--- src/rtl/debounce_pkg.sv ---
// Shared types for the multi-channel debouncer: per-channel state encoding and
// the width of the counter shared by qualification and lockout.
package debounce_pkg;

  typedef enum logic [2:0] {
    IDLE_LOW,
    QUAL_RISE,
    HOLD_HIGH,
    IDLE_HIGH,
    QUAL_FALL,
    HOLD_LOW
  } state_t;

  function automatic int cnt_width(input int rise_min, input int fall_min,
                                   input int rise_dly, input int fall_dly);
    int m;
    m = rise_min;
    if (fall_min > m) m = fall_min;
    if (rise_dly > m) m = rise_dly;
    if (fall_dly > m) m = fall_dly;
    return $clog2(m + 1);
  endfunction

endpackage

--- src/rtl/debounce_channel.sv ---
// One debounce channel: optional two-flop synchroniser (DEBOUNCE_BUS_SYNC_EN),
// run-length qualification per edge direction and a post-edge lockout timer.
//
// state     | meaning
// IDLE_LOW  | level 0, waiting for the first high sample
// QUAL_RISE | counting consecutive high samples
// HOLD_HIGH | level 1 just accepted, input ignored during lockout
// IDLE_HIGH | level 1, waiting for the first low sample
// QUAL_FALL | counting consecutive low samples
// HOLD_LOW  | level 0 just accepted, input ignored during lockout
module debounce_channel
  import debounce_pkg::*;
#(
  parameter int G_RISING_EDGE_MIN_COUNT   = 16,
  parameter int G_FALLING_EDGE_MIN_COUNT  = 16,
  parameter int G_POST_RISING_EDGE_DELAY  = 256,
  parameter int G_POST_FALLING_EDGE_DELAY = 256,
  parameter int G_RESET_LEVEL             = 0
) (
  input  logic clk,
  input  logic aresetn,
  input  logic din,
  output logic dout,
  output logic rise,
  output logic fall
);

  localparam int CW = cnt_width(G_RISING_EDGE_MIN_COUNT, G_FALLING_EDGE_MIN_COUNT,
                                G_POST_RISING_EDGE_DELAY, G_POST_FALLING_EDGE_DELAY);
  localparam logic RL = (G_RESET_LEVEL != 0);
  localparam logic [CW-1:0] ONE       = CW'(1);
  localparam logic [CW-1:0] RISE_MIN  = CW'(G_RISING_EDGE_MIN_COUNT);
  localparam logic [CW-1:0] FALL_MIN  = CW'(G_FALLING_EDGE_MIN_COUNT);
  localparam logic [CW-1:0] RISE_LAST =
    CW'((G_POST_RISING_EDGE_DELAY > 0) ? G_POST_RISING_EDGE_DELAY - 1 : 0);
  localparam logic [CW-1:0] FALL_LAST =
    CW'((G_POST_FALLING_EDGE_DELAY > 0) ? G_POST_FALLING_EDGE_DELAY - 1 : 0);
  localparam state_t AFTER_RISE = (G_POST_RISING_EDGE_DELAY == 0) ? IDLE_HIGH : HOLD_HIGH;
  localparam state_t AFTER_FALL = (G_POST_FALLING_EDGE_DELAY == 0) ? IDLE_LOW : HOLD_LOW;
  localparam state_t RST_STATE  = RL ? IDLE_HIGH : IDLE_LOW;

  logic sample;

`ifdef DEBOUNCE_BUS_SYNC_EN
  logic [1:0] sync_q;

  always_ff @(posedge clk or negedge aresetn) begin
    if (!aresetn) sync_q <= {2{RL}};
    else          sync_q <= {sync_q[0], din};
  end

  assign sample = sync_q[1];
`else
  assign sample = din;
`endif

  state_t          state, state_nxt;
  logic [CW-1:0]   cnt, cnt_nxt, cnt_inc;
  logic            dout_nxt, rise_nxt, fall_nxt;

  assign cnt_inc = cnt + ONE;

  always_ff @(posedge clk or negedge aresetn) begin
    if (!aresetn) begin
      state <= RST_STATE;
      cnt   <= '0;
      dout  <= RL;
      rise  <= 1'b0;
      fall  <= 1'b0;
    end else begin
      state <= state_nxt;
      cnt   <= cnt_nxt;
      dout  <= dout_nxt;
      rise  <= rise_nxt;
      fall  <= fall_nxt;
    end
  end

  always_comb begin
    state_nxt = state;
    cnt_nxt   = cnt;
    dout_nxt  = dout;
    rise_nxt  = 1'b0;
    fall_nxt  = 1'b0;
    case (state)
      IDLE_LOW, QUAL_RISE: begin
        if (sample) begin
          // idle behaves as a qualifier whose count is still zero
          if (((state == IDLE_LOW) ? ONE : cnt_inc) == RISE_MIN) begin
            dout_nxt  = 1'b1;
            rise_nxt  = 1'b1;
            cnt_nxt   = '0;
            state_nxt = AFTER_RISE;
          end else begin
            cnt_nxt   = (state == IDLE_LOW) ? ONE : cnt_inc;
            state_nxt = QUAL_RISE;
          end
        end else begin
          cnt_nxt   = '0;
          state_nxt = IDLE_LOW;
        end
      end
      HOLD_HIGH: begin
        if (cnt == RISE_LAST) begin
          cnt_nxt   = '0;
          state_nxt = IDLE_HIGH;
        end else begin
          cnt_nxt = cnt_inc;
        end
      end
      IDLE_HIGH, QUAL_FALL: begin
        if (!sample) begin
          if (((state == IDLE_HIGH) ? ONE : cnt_inc) == FALL_MIN) begin
            dout_nxt  = 1'b0;
            fall_nxt  = 1'b1;
            cnt_nxt   = '0;
            state_nxt = AFTER_FALL;
          end else begin
            cnt_nxt   = (state == IDLE_HIGH) ? ONE : cnt_inc;
            state_nxt = QUAL_FALL;
          end
        end else begin
          cnt_nxt   = '0;
          state_nxt = IDLE_HIGH;
        end
      end
      HOLD_LOW: begin
        if (cnt == FALL_LAST) begin
          cnt_nxt   = '0;
          state_nxt = IDLE_LOW;
        end else begin
          cnt_nxt = cnt_inc;
        end
      end
      default: begin
        cnt_nxt   = '0;
        dout_nxt  = RL;
        state_nxt = RST_STATE;
      end
    endcase
  end

endmodule

--- src/rtl/debounce_bus.sv ---
// G_NUM_CH independent debounce channels behind the input pads.
// Define DEBOUNCE_BUS_SYNC_EN to add a two-flop synchroniser per channel.
module debounce_bus #(
  parameter int G_NUM_CH                  = 4,
  parameter int G_RISING_EDGE_MIN_COUNT   = 16,
  parameter int G_FALLING_EDGE_MIN_COUNT  = 16,
  parameter int G_POST_RISING_EDGE_DELAY  = 256,
  parameter int G_POST_FALLING_EDGE_DELAY = 256,
  parameter int G_RESET_LEVEL             = 0
) (
  input  logic                clk,
  input  logic                aresetn,
  input  logic [G_NUM_CH-1:0] din_bounce,
  output logic [G_NUM_CH-1:0] dout_debounced,
  output logic [G_NUM_CH-1:0] rise_pulse,
  output logic [G_NUM_CH-1:0] fall_pulse
);

  for (genvar i = 0; i < G_NUM_CH; i++) begin : g_ch
    debounce_channel #(
      .G_RISING_EDGE_MIN_COUNT  (G_RISING_EDGE_MIN_COUNT),
      .G_FALLING_EDGE_MIN_COUNT (G_FALLING_EDGE_MIN_COUNT),
      .G_POST_RISING_EDGE_DELAY (G_POST_RISING_EDGE_DELAY),
      .G_POST_FALLING_EDGE_DELAY(G_POST_FALLING_EDGE_DELAY),
      .G_RESET_LEVEL            (G_RESET_LEVEL)
    ) u_ch (
      .clk     (clk),
      .aresetn (aresetn),
      .din     (din_bounce[i]),
      .dout    (dout_debounced[i]),
      .rise    (rise_pulse[i]),
      .fall    (fall_pulse[i])
    );
  end

endmodule

--- config.mk ---
export PLATFORM = sky130hd
export DESIGN_NAME = debounce_bus
export DESIGN_NICKNAME = d
export VERILOG_FILES = /design/src/rtl/debounce_pkg.sv /design/src/rtl/debounce_channel.sv /design/src/rtl/debounce_bus.sv
export SDC_FILE = /design/constraint.sdc
export NUM_CORES = 1
export LEC_CHECK = 0
export CORE_UTILIZATION = 61
export CTS_CLUSTER_DIAMETER = 30
export DETAILED_ROUTE_END_ITERATION = 8
export HOLD_SLACK_MARGIN = 0.08
export PLACE_DENSITY_LB_ADDON = 0.05
export SETUP_SLACK_MARGIN = 0.05
export SYNTH_ARGS = -nofsm -noshare
export SYNTH_HDL_FRONTEND = slang
export SYNTH_HIERARCHICAL = 1
export SYNTH_SLANG_ARGS = --single-unit
--- constraint.sdc ---
create_clock -name clk -period 2.6 [get_ports clk]
set_clock_uncertainty 0.15 [all_clocks]
set_input_delay 0.52 -clock clk [delete_from_list [all_inputs] [get_ports clk]]
set_output_delay 0.52 -clock clk [all_outputs]
set_load 0.03 [all_outputs]
==> summary.txt, run 1 <==
Die
  • Die Y: 81.30 um
  • Core area: 5991 um2
  • # IOs: 18
  • Std-Cell Rows: 28
  • Starting Density: 64.04%
  • Die Wd: 81.30 um
  • Die area: 6610 um2

Placement
  • Number of cells in the design after placement: 518
  • GPL Wtd Cong: 0.8449
  • Buffers on Ports: 17
  • Placed inst area: 4123 um2
  • Final HPWL DP: 5810 um

Flow run
  • Max cap viols: 0

Min path
  • Worst hold path depth: 2
  • Hold WC Path Type: flop to flop

STA
  • Slew Viols, Final: 0
  • Slew HR: 60.86%
  • Worst hold slack: 0.3922 ns
  • Worst-margin pin slew: 0.5871 ns
  • Hold Vio Cnt, Final: 0
  • RSZ-0062 raised after global routing: true
  • Max Clk Rate: 403.2 MHz
  • Final worst-path cycle share: 95.39%
  • Final Setup Violations: 0
  • Final min period: 2.480 ns

Logic synthesis
  • Most common cell in the netlist: dfrtp_1
  • Post-synth net total: 448
  • Number of flops mapped to enable cells by yosys: 0
  • Sequential fraction of the synthesis area: 39.14%
  • Synthesized flop and latch total: 60
  • Xor and xnor fraction of the mapped netlist area: 3.196%
  • Post-synthesis compound-gate area fraction: 23.03%
  • YS warnings: 6
  • Post-Synth Simple-Gate Area: 24.66%
  • Multiplexer share of the synthesized area: 1.566%
  • Synth top cells by count: dfrtp_1 (60), nor2_1 (46), a21oi_1 (30), nand2_1 (30)
  • Post-Synthesis Cells: 430
  • Yosys top cell area share: 39.14%
  • Largest cells by area after synthesis: dfrtp_1 (39%), nor2_1 (4.5%), a21oi_1 (3.9%), ha_1 (3.9%), nand2_1 (2.9%)
  • Largest family of logic cells by synthesized area: simple AND/OR/NAND/NOR gates
  • Synth Cell Area: 3836 um2
  • Most area-hungry cell type in the Yosys netlist: dfrtp_1
  • Async SR Flop Fraction: 100.0%
  • Top FF cell, synth: dfrtp_1
  • Yosys cell types: 56
  • Syn Area/Cell: 8.921 um2
  • Post-Synth Adder-Cell Area: 3.914%

Power
  • Logic pwr share: 35.7%
  • Switching Fraction: 38.85%
  • PD cells: 763.5 nW/um2
  • Clock share of power: 23.5%
  • VDD IR max: 444.0 uV
  • P_int: 0.002064 W
  • Leakage: 1.776 nW
  • Reg power frac: 40.8%
  • NetSw: 0.001311 W
  • Total power: 0.003375 W

Clock tree
  • Clk sinks: 60
  • Clock transition at path regs: 0.07 ns
  • Clk root buf: clkbuf_8
  • CTS buffer count: 9
  • H-Tree Depth: 3
  • Clk Latency, worst-skew pair: 0.34 ns
  • Clock tree from TritonCTS: done
  • CTS Buffer Depth: 2

Critical path
  • Critical Path Fanout Max: 7
  • CP Launch Type: flop
  • CP peak stage delay: 0.44 ns
  • Crit-path cells: ha_4 > and2_4 > nand3_2 > inv_1 > ha_4 > nor4bb_4 > and2_4 > o2111ai_4 > nand3b_1 > o311ai_2
  • R2R cell count: 10
  • Type of the worst setup path: flop to flop
  • Element type at the critical path end: flop
  • Critical path data arrival time: 2.53 ns
  • CP required: 2.65 ns
  • Worst-path cell with the longest stage delay: dfrtp_2

Finish
  • Final core utilization: 73.79%
  • Fin area: 4420 um2
  • Antenna cells: 0
  • Share of layout cells above drive strength 1: 14.62%
  • Area Overhead vs Synth: 15.23%
  • Final instance count without filler cells: 540
  • Final Net Count: 478

Detailed routing
  • Final antenna-violating net count: 0
  • Drt wl/cell: 15.70 um
  • Final WL: 8480 um
  • DRC Markers: 0
  • Drt pass-1 iters: 5
  • Vias: 3358
  • Via density: 6.219
  • 1st-iter DRT viols: 185

Global route
  • Initial antenna violation count: 0
  • Vias in the first global route: 2977
  • Global-route wire length before repair: 13700 um
  • GRT Overall Usage: 27.01%
  • Largest net degree at the start of global routing: 26
  • Total congestion overflow: 0

Outcome
  • Status: complete, no violations
sequential cells by signal, indices dropped and copies added (netlist names):
name             count
g_ch.u_ch/cnt       36
g_ch.u_ch/dout       4
g_ch.u_ch/fall       4
g_ch.u_ch/rise       4
g_ch.u_ch/state     12
timing repair:
item	4_1_cts	5_1_grt
endpoints found under the setup margin	5	21
resized for setup	1	11
setup buffers	1	4
endpoints found under the hold margin	23	0
hold buffers	1	0
pin swaps	2	7
per-layer routing:
| metal | track usage (%) | up-vias | part of all wire [%] |
|---|---|---|---|
| met4 | 9.821 | 0 | 1.1 |
| met1 | 34.85 | 1652 | 45 |
| met2 | 44.08 | 58 | 51 |
| li1 | - | 1638 | - |
| met3 | 6.067 | 10 | 2.9 |
| met5 | 0 | - | 0 |
final cells by class:
cell class	instances	area [um2]
clock buffers	11	131.4
clock inverters	5	52.55
fillers	454	1570
inverters	24	95.09
multi-input cells	328	2223
flip-flops and latches	60	1503
well taps	75	93.84
repair buffers	37	321.6
layout by cell type (no fill, tap or decap), types with 3 or more instances in the layout:
cell / count
a211o_1: 4
a21boi_0: 4
a21oi_1: 30
a21oi_2: 4
a31oi_1: 10
and2_4: 3
and4_1: 4
buf_4: 18
clkbuf_8: 9
clkdlybuf4s50_1: 16
clkinv_2: 3
dfrtp_1: 59
ha_1: 9
inv_1: 20
mux2i_1: 6
nand2_1: 30
nand2b_1: 8
nand3_1: 20
nand3b_1: 4
nand4_1: 4
nor2_1: 46
nor2b_1: 12
nor3_1: 16
o21ai_0: 22
o22a_1: 6
o22ai_1: 8
o32ai_1: 4
or3_1: 6
xnor2_1: 10
xor2_1: 4
cells by family after synthesis:
group                    Yosys count
AO/OA/AOI/OAI                    120
XOR/XNOR                          14
adder cells (fa/ha/maj)           12
buffers and inverters             42
flip-flops                        60
multiplexers                       6
AND/OR/NAND/NOR                  176
metrics by stage:
step	setup TNS (ns)	setup slack, ns
after floorplan	0	0.2483
after global placement	0	0.1552
after detailed placement	-0.05574	-0.01693
after CTS	0	0.05171
after global routing	0	0.02221
final	0	0.1199
power by group through the flow:
stage	Combinational [W]	Clock (W)	Sequential [W]
after floorplan	0.000953	0	0.00121
after global placement	0.00103	0	0.00137
after detailed placement	0.00105	0	0.00139
after CTS	0.00109	0.000818	0.00136
after global routing	0.00132	0.000862	0.00141
final	0.00120	0.000794	0.00138
final timing paths:
kind | start | endpoint | slack (ns)
setup / recovery | g_ch[2].u_ch/cnt[1] | g_ch[2].u_ch/dout | 0.12
max in group asynchronous | aresetn | g_ch[2].u_ch/cnt[1] | 1.03
min in group asynchronous | aresetn | g_ch[1].u_ch/cnt[7] | 0.56
setup reg to reg | g_ch[2].u_ch/cnt[1] | g_ch[2].u_ch/dout | 0.12
hold / removal | g_ch[3].u_ch/dout | g_ch[3].u_ch/dout | 0.39
hold reg to reg | g_ch[3].u_ch/dout | g_ch[3].u_ch/dout | 0.39
worst max-delay path: cells and delay by family (launching register included):
kind                       cells  cell delay, ns
AOI/OAI and AO/OA              2            0.30
buffers and inverters          1            0.07
and+or+nand+nor                5            0.92
adders and majority gates      2            0.46
DFF                            1            0.44
Power figures use the tool's default switching activity.
==> run 2, diff against run 1 <==
--- a/config.mk
+++ b/config.mk
@@ -5,7 +5,7 @@
 export SDC_FILE = /design/constraint.sdc
 export NUM_CORES = 1
 export LEC_CHECK = 0
-export CORE_UTILIZATION = 61
+export CORE_UTILIZATION = 50
 export CTS_CLUSTER_DIAMETER = 30
 export DETAILED_ROUTE_END_ITERATION = 8
 export HOLD_SLACK_MARGIN = 0.08
==> run 2 against run 1 <==
  * Via count is 1.1% lower
  * Final area is 3.9% higher
  * Non-clock buffer count is 4 higher
  * Clock power is 40% higher
  * Critical path depth stayed put
  * Largest power group unchanged
==> summary.txt, run 2 (synthesis results as in run 1) <==
Outcome
  • Status: complete, no violations

Detailed routing
  • DRC Markers: 0
  • Vias: 3321
  • 1st-iter DRT viols: 153
  • Drt wl/cell: 14.44 um
  • Via density: 5.847
  • Final antenna-violating net count: 0
  • Drt pass-1 iters: 4
  • Final WL: 8201 um

STA
  • Final setup TNS: 0 ns
  • Slew HR: 64.59%
  • Final min period: 2.410 ns
  • RSZ-0062 raised after global routing: true
  • Slew Viols, Final: 0
  • Worst hold slack: 0.4080 ns
  • Post-route setup slack: 0.1902 ns
  • Final Setup Violations: 0
  • Final worst-path cycle share: 92.68%
  • Hold Vio Cnt, Final: 0
  • Max Clk Rate: 415.0 MHz
  • Worst-margin pin slew: 0.5312 ns

Finish
  • Top Registers: g_ch.u_ch/cnt: 36 flops, g_ch.u_ch/state: 12 flops
  • Final Net Count: 482
  • Largest register FFs: 36
  • Fin area: 4593 um2
  • Fillers: 599
  • Antenna cells: 0
  • Commonest non-fill, non-tap cell in the layout: dfrtp_1
  • Final instance count without filler cells: 568
  • Largest Register: g_ch.u_ch/cnt
  • Multi-input gate area in the final layout: 2236 um2
  • Share of layout cells above drive strength 1: 15.35%
  • Register area: 1501 um2
  • Area Overhead vs Synth: 19.73%
  • Commonest non-fill, non-tap cells in the layout: dfrtp_1 (60), nor2_1 (46), nand2_1 (30), a21oi_1 (30), o21ai_0 (22)

Clock tree
  • H-Tree Depth: 3
  • Clk sinks: 60
  • Clock transition at path regs: 0.07 ns
  • CTS Buffer Depth: 2
  • Clk Latency, worst-skew pair: 0.34 ns
  • Clock tree from TritonCTS: done
  • CTS buffer count: 9
  • Clk root buf: clkbuf_8

Critical path
  • CP peak stage delay: 0.44 ns
  • CP required: 2.69 ns
  • R2R cell count: 10
  • CP Launch Type: flop
  • Element type at the critical path end: flop
  • Critical path data arrival time: 2.50 ns
  • Worst-path cell with the longest stage delay: dfrtp_1
  • Type of the worst setup path: flop to flop
  • Crit-path cells: ha_4 > and2_4 > nand3_2 > inv_1 > ha_1 > nor4bb_1 > and2_1 > o2111ai_4 > buf_6 > o31ai_2
  • Critical Path Fanout Max: 7

Placement
  • Final HPWL DP: 5612 um
  • Number of cells in the design after placement: 545
  • Placed inst area: 4188 um2
  • Setup WS pre-CTS: 0.05769 ns
  • Buffers on Ports: 17
  • GPL Wtd Cong: 0.8813

Min path
  • Worst hold path depth: 1
  • Hold WC Path Type: flop to flop

Die
  • Starting Density: 52.33%
  • Die Wd: 89.59 um
  • Die Y: 89.59 um
  • Die area: 8026 um2
  • Core area: 7331 um2
  • Std-Cell Rows: 31
  • # IOs: 18

Global route
  • GRT Overall Usage: 21.93%
  • Vias in the first global route: 2980
  • Total congestion overflow: 0
  • Global-route wire length before repair: 13470 um
  • Initial antenna violation count: 0
  • Largest net degree at the start of global routing: 61

Flow run
  • Max cap viols: 0

Power
  • Leakage: 1.850 nW
  • PD cells: 807.8 nW/um2
  • VDD IR max: 605.4 uV
run 2: changes by cell type in the layout (fill, tap and decap cells not counted), moves of 2 or more:
cell and change:
clkbuf_1 -2, clkbuf_8 +4, clkinv_2 -3, bufinv_16 +2, buf_4 +2
run 2: cell type report:
| type | count | area share (%) |
|---|---|---|
| repair buffers | 41 | 8.009 |
| flip-flops and latches | 60 | 32.69 |
| clock buffers | 13 | 3.895 |
| well taps | 99 | 2.697 |
| clock inverters | 3 | 1.961 |
| inverters | 24 | 2.070 |
| multi-input cells | 328 | 48.68 |
run 2: worst max-delay path: cells and delay by family (launching register included):
kind | cells | cell delay (ns)
adders and majority gates | 2 | 0.49
DFF | 1 | 0.44
buffers and inverters | 2 | 0.22
AOI/OAI and AO/OA | 2 | 0.37
and+or+nand+nor | 4 | 0.65
run 2: path summary, 6_finish.rpt:
kind / startpoint / end / slack (ns)
hold / removal: g_ch[3].u_ch/state[1] / g_ch[3].u_ch/cnt[8] / 0.41
setup / recovery: g_ch[2].u_ch/cnt[1] / g_ch[2].u_ch/state[1] / 0.19
hold reg to reg: g_ch[3].u_ch/state[1] / g_ch[3].u_ch/cnt[8] / 0.41
setup reg to reg: g_ch[2].u_ch/cnt[1] / g_ch[2].u_ch/state[1] / 0.19
max in group asynchronous: aresetn / g_ch[2].u_ch/cnt[7] / 1.45
min in group asynchronous: aresetn / g_ch[0].u_ch/rise / 0.57
run 2: through the flow:
| stage | power (W) | utilization [%] |
|---|---|---|
| after floorplan | 0.002159 | - |
| after global placement | 0.002444 | 57.13 |
| after detailed placement | 0.002454 | 57.13 |
| after CTS | 0.003588 | 60.93 |
| after global routing | 0.003949 | 62.66 |
| final | 0.003710 | 62.66 |
run 2: timing repair:
action,4_1_cts,5_1_grt
setup buffers,0,6
hold buffers,1,0
pin swaps,1,7
setup endpoints to repair,1,18
hold endpoints to repair,60,0
resized for setup,0,13
run 2: routing by layer:
metal  track usage, %  vias to the layer above  part of all wire [%]
li1                 -                     1645                     -
met1            27.74                     1588                    46
met2            36.57                       77                    49
met3            3.382                       11                   3.6
met4            10.97                        0                   1.5
met5                0                        -                     0
run 2: power breakdown:
| part | leakage, nW | switching (W) | internal [W] |
|---|---|---|---|
| Sequential | 0.809 | 0.000296 | 0.00107 |
| Combinational | 0.906 | 0.000655 | 0.000585 |
| Clock | 0.136 | 0.000366 | 0.000742 |
| Total | 1.85 | 0.00132 | 0.00239 |
